===== config.mk =====
export PLATFORM = sky130hd
export DESIGN_NAME = chromosome_evaluation_scheduler
export DESIGN_NICKNAME = d
export VERILOG_FILES = /design/src/rtl/chromosome_evaluation_scheduler.sv
export SDC_FILE = /design/constraint.sdc
export NUM_CORES = 1
export LEC_CHECK = 0
export CAP_MARGIN = 40
export CORE_UTILIZATION = 40
export CTS_CLUSTER_DIAMETER = 50
export DETAILED_ROUTE_END_ITERATION = 7
export PLACE_DENSITY = 0.69
export REMOVE_ABC_BUFFERS = 1
export SYNTH_ARGS = -nofsm -noshare
export SYNTH_HDL_FRONTEND = slang
export SYNTH_SLANG_ARGS = --single-unit

===== constraint.sdc =====
create_clock -name iClock -period 5.15 [get_ports iClock]
set_input_delay 0.515 -clock iClock [delete_from_list [all_inputs] [get_ports iClock]]
set_output_delay 0.515 -clock iClock [all_outputs]
set_load 0.03 [all_outputs]

===== src/rtl/chromosome_evaluation_scheduler.sv =====
// Walks one GA generation through the chromosome processor, reduces error sums to fitness,
// tracks the best chromosome. Optional CHROM_SCHED_EARLY_STOP_EN ends a generation on zero error.
module chromosome_evaluation_scheduler #(
    parameter int unsigned POP_SIZE    = 16,
    parameter int unsigned LOAD_CYCLES = 2,
    localparam int unsigned IDX_W      = $clog2(POP_SIZE)
) (
    input  logic             iClock,
    input  logic             iReset,
    input  logic             iStartGeneration,
    input  logic             iGenerationAck,
    output logic             oGenerationDone,
    output logic [IDX_W-1:0] oChromIndex,
    output logic             oStartProcessing,
    input  logic             iReadyToProcess,
    input  logic             iDoneProcessing,
    output logic             oDoneProcessingFeedback,
    input  logic [255:0]     iErrorSums,
    output logic             oFitnessWrite,
    output logic [IDX_W-1:0] oFitnessAddr,
    output logic [31:0]      oFitnessData,
    output logic [IDX_W-1:0] oBestIndex,
    output logic [31:0]      oBestError,
    output logic [15:0]      oGenerationCount,
    output logic             oEarlyStop,
    output logic             oBusy
);

    localparam int unsigned LCW = (LOAD_CYCLES > 1) ? $clog2(LOAD_CYCLES) : 1;

    typedef enum logic [2:0] {
        StIdle, StLoad, StStart, StWaitDone, StRecord, StFeedback, StNext, StGenDone
    } state_t;

    state_t         state;
    logic [LCW-1:0] loadCnt;
    logic [31:0]    total;
    logic           idleFb;
    logic [34:0]    sumWide;
    logic           earlyStopQ;

    always_comb begin
        sumWide = '0;
        for (int k = 0; k < 8; k++) begin
            sumWide = sumWide + 35'(iErrorSums[32*k +: 32]);
        end
    end

    always_ff @(posedge iClock or posedge iReset) begin
        if (iReset) begin
            state            <= StIdle;
            loadCnt          <= '0;
            total            <= '0;
            idleFb           <= 1'b0;
            earlyStopQ       <= 1'b0;
            oChromIndex      <= '0;
            oBestIndex       <= '0;
            oBestError       <= 32'hFFFF_FFFF;
            oGenerationCount <= '0;
        end else begin
            idleFb <= 1'b0;
            unique case (state)
                StIdle: begin
                    // Stale DONE left over from a reset mid-run: release it with a single pulse.
                    if (iDoneProcessing) begin
                        idleFb <= ~idleFb;
                    end else if (iStartGeneration) begin
                        oChromIndex <= '0;
                        oBestError  <= 32'hFFFF_FFFF;
                        oBestIndex  <= '0;
                        earlyStopQ  <= 1'b0;
                        loadCnt     <= '0;
                        state       <= StLoad;
                    end
                end
                StLoad: begin
                    if (loadCnt == LCW'(LOAD_CYCLES - 1)) begin
                        state <= StStart;
                    end else begin
                        loadCnt <= loadCnt + 1'b1;
                    end
                end
                StStart: begin
                    if (iReadyToProcess) state <= StWaitDone;
                end
                StWaitDone: begin
                    if (iDoneProcessing) begin
                        total <= (sumWide[34:32] != 3'b000) ? 32'hFFFF_FFFF : sumWide[31:0];
                        state <= StRecord;
                    end
                end
                StRecord: begin
                    if (total < oBestError) begin
                        oBestError <= total;
                        oBestIndex <= oChromIndex;
                    end
`ifdef CHROM_SCHED_EARLY_STOP_EN
                    if (total == 32'd0) earlyStopQ <= 1'b1;
`endif
                    state <= StFeedback;
                end
                StFeedback: begin
                    if (earlyStopQ) begin
                        oGenerationCount <= oGenerationCount + 16'd1;
                        state            <= StGenDone;
                    end else begin
                        state <= StNext;
                    end
                end
                StNext: begin
                    if (oChromIndex == IDX_W'(POP_SIZE - 1)) begin
                        oGenerationCount <= oGenerationCount + 16'd1;
                        state            <= StGenDone;
                    end else begin
                        oChromIndex <= oChromIndex + 1'b1;
                        loadCnt     <= '0;
                        state       <= StLoad;
                    end
                end
                StGenDone: begin
                    if (iGenerationAck) state <= StIdle;
                end
                default: state <= StIdle;
            endcase
        end
    end

    assign oStartProcessing        = (state == StStart);
    assign oFitnessWrite           = (state == StRecord);
    assign oFitnessAddr            = oChromIndex;
    assign oFitnessData            = total;
    assign oGenerationDone         = (state == StGenDone);
    assign oBusy                   = (state != StIdle);
    assign oDoneProcessingFeedback = (state == StFeedback) | idleFb;
`ifdef CHROM_SCHED_EARLY_STOP_EN
    assign oEarlyStop = earlyStopQ;
`else
    assign oEarlyStop = 1'b0;
`endif

endmodule


==> results.md, run 1 <==
- R2r setup slk: 1.80 ns
- DRT Pass-1 Iters: 5
- Num Clock Sinks: 93
- Sequential element share of the synthesized area: 19.4%
- Outcome: finished, violations left
- Synth cell types: 67
- Fin. max-slew vios: 0
- Final #Nets: 2337
- Critical-path maximum fanout: 8
- Clock share of power: 5.4%
- Initial antenna violation count: 0
- Hold Startpoint: idleFb
- Area delta synth->final: 47.9%
- Crit share post-route: 104%
- Vias/cell: 4.57
- Arr. time, crit path: 5.58 ns
- Clk_lat worst skew: 0.34 ns
- Switching Fraction: 47.0%
- Global route total overflow: 0
- Avg Cell Area, Syn: 9.05 um2
- Tmin final: 5.36 ns
- Hold WC Path Type: reg2reg
- Io pins: 360
- Worst Path Required: 5.37 ns
- Die area: 0.0311 mm2
- First-pass GRT wire length: 51900 um
- Crit Reg-Reg Endpoint: oBestError[27]
- Max Root-Sink Buffers: 2
- Layout Skew: 0.00906 ns
- Worst r2r src: oBestError[17]
- Violated checks: negative setup slack
- Final design utilization: 60.5%
- Clock slew at reported path FFs: 0.07 ns
- Asr flop ratio synth: 100%
- Vias in the first global route: 11100
- Clock tree root driver cell: clkbuf_16
- Worst Setup End Kind: flop
- Fraction of layout cells with a size suffix above 1: 23.7%
- N_diodes: 0
- Worst VDD drop: 392 uV
- Comb power frac: 85.7%
- Dpl cells: 2164
- Core Rows: 63
- Hold Vio Cnt, Final: 0
- Flop pwr share: 8.8%
- Top cells by area, synth: fa_1, inv_1, dfrtp_1
- CTS tree: built
- Hold path depth: 1
- Worst Max-Slew Pin Slew: 0.827 ns
- Most frequent cells in the layout: inv_1, clkdlybuf4s50_1, fa_1
- Final setup violation count: 32
- Post-synth top area share: 31.4%
- Initial Util: 40.9%
- Final GP Congestion: 0.877
- Largest net degree at the start of global routing: 53
- P per Cell Area: 707 mW/mm2
- Yosys reg bits: 93
- Die height: 176 um
- Cts hold-fix bufs: 0
- Worst setup margin: -0.210 ns
- Fmax: 0.187 GHz
- IO buf count: 358
- Crit path kind: in2reg
- Int Pwr: 6750 uW
- Dominant cell type by area after synthesis: fa_1
- GRT Overall Usage: 21.0%
- CTS buffer count: 9
- Core ar.: 0.0298 mm2
- Leakage: 0.00942 uW
- Wire length per cell: 14.3 um
- Design Power: 12700 uW
- # H-tree levels: 3
- HPWL after DPL: 26600 um
- Unrepaired setup endpoints after global routing: true
- Yosys warns: 0
- Post-synth EDFFs: 0
- Drt drc: 0
- Reg2reg path depth: 10
- Mapped Cells: 1346
- Mapped cell area: 0.0122 mm2
- Initial DRC count: 315
- Antenna-violating nets left: 0
- Total Wirelength: 31600 um
- Sw power: 5990 uW
- Layout Cells excl Fill: 2211
- Most common cell after layout, fill and taps aside: inv_1
- Vias: 10100
- Worst Setup Start Kind: primary input
- Max_slew headroom: 44.6%
- Pre-CTS setup slack: -1.02 ns
- Top FF cell, synth: dfrtp_1
- Hold worst-path end: idleFb
- Die Wd: 176 um
- MaxCap Viol Count: 0
## synthesized netlist by cell type, types with 15 or more instances
master / number
inv_1: 500
fa_1: 191
ha_1: 68
nand2_1: 65
dfrtp_1: 61
nor2_1: 53
a21oi_1: 35
dfstp_2: 32
a21oi_2: 31
mux2_2: 30
a21o_1: 27
o21ai_0: 24
xnor2_1: 21
nand4_1: 19
xor2_1: 16
clkbuf_1: 15
## registers in the layout, summed over array words and instances, names as in the netlist
| signal | count |
|---|---|
| oFitnessData | 32 |
| state | 3 |
| oBestError | 32 |
| loadCnt | 1 |
| oBestIndex | 4 |
| idleFb | 1 |
| oGenerationCount | 16 |
| oChromIndex | 4 |
## worst max-delay path: stages
cell	delay, ns
buf_6	0.07
inv_2	0.03
fa_1	0.55
inv_2	0.04
fa_1	0.52
fa_1	0.52
fa_1	0.61
inv_2	0.06
fa_2	0.38
and2b_2	0.26
o211ai_4	0.10
a211oi_4	0.34
o31ai_4	0.11
nor3b_4	0.17
or3b_4	0.39
a2111oi_4	0.39
buf_4	0.21
buf_12	0.11
buf_12	0.13
a21oi_2	0.05
## through the flow
step / instance area [um2] / hold WS (ns) / setup TNS, ns
2_1_floorplan: 12000 / 0.410 / -41.02
3_3_place_gp: 16900 / 0.418 / -30.35
3_5_place_dp: 16900 / 0.424 / -31.96
4_1_cts: 17700 / 0.433 / -4.01
5_1_grt: 18000 / 0.441 / -7.84
6_report: 18000 / 0.431 / -4.15
## per-layer routing
metal / wire (um) / GRT usage (%) / share of wire (%)
met5: 0 / 0 / 0
met4: 366 / 3.99 / 1.2
met3: 2130 / 4.80 / 6.7
met2: 16800 / 39.5 / 53
met1: 12300 / 24.0 / 39
## worst max path at each step
| stage | start | endpoint | slack (ns) | cells after the start |
|---|---|---|---|---|
| 2_1_floorplan | iErrorSums[2] | oFitnessData[2] | -1.39 | 19 |
| 3_3_place_gp | iErrorSums[2] | oFitnessData[2] | -0.97 | 21 |
| 3_5_place_dp | iErrorSums[2] | oFitnessData[2] | -1.02 | 21 |
| 4_1_cts | iErrorSums[130] | oFitnessData[12] | -0.18 | 23 |
| 5_1_grt | iErrorSums[3] | oFitnessData[12] | -0.32 | 20 |
| 6_report | iErrorSums[3] | oFitnessData[4] | -0.21 | 20 |
## layout make-up
type	instances	area, um2
Tap cell	390	488
Clock buffer	11	253
Clock inverter	5	58.8
Fill cell	2560	11800
Timing Repair Buffer	486	4670
Sequential cell	93	2370
Inverter	500	1880
Multi-Input combinational cell	726	8290
## repair_timing
item                                    CTS  global route
resized for setup                       125           170
endpoints found under the setup margin   32            32
cloned                                    3             0
setup buffers                            22            10
pin swaps                                88           123
## power groups by stage
stage / logic, uW / registers [uW] / clock network, uW
after global placement: 9170 / 1130 / 0
after CTS: 10300 / 1130 / 705
final: 10900 / 1130 / 690
after floorplan: 5350 / 1390 / 0
after detailed placement: 9290 / 1140 / 0
after global routing: 12100 / 1150 / 731
## cell families after synthesis
kind of cell    synth area share (%)
buf+inv                         16.6
fa+ha+maj                       38.4
mux                             3.81
other cells                   0.0308
flops                           19.4
compound gates                  10.7
xor+xnor                        2.66
simple gates                    8.36
(Power assumes the default switching activity.)
==> run 2, diff against run 1 <==
--- a/config.mk
+++ b/config.mk
@@ -7,7 +7,6 @@
 export LEC_CHECK = 0
 export CAP_MARGIN = 40
 export CORE_UTILIZATION = 40
-export CTS_CLUSTER_DIAMETER = 50
 export DETAILED_ROUTE_END_ITERATION = 7
 export PLACE_DENSITY = 0.69
 export REMOVE_ABC_BUFFERS = 1
==> results of run 2 <==
The final DEF is identical to that of run 1; final timing and power are the same.
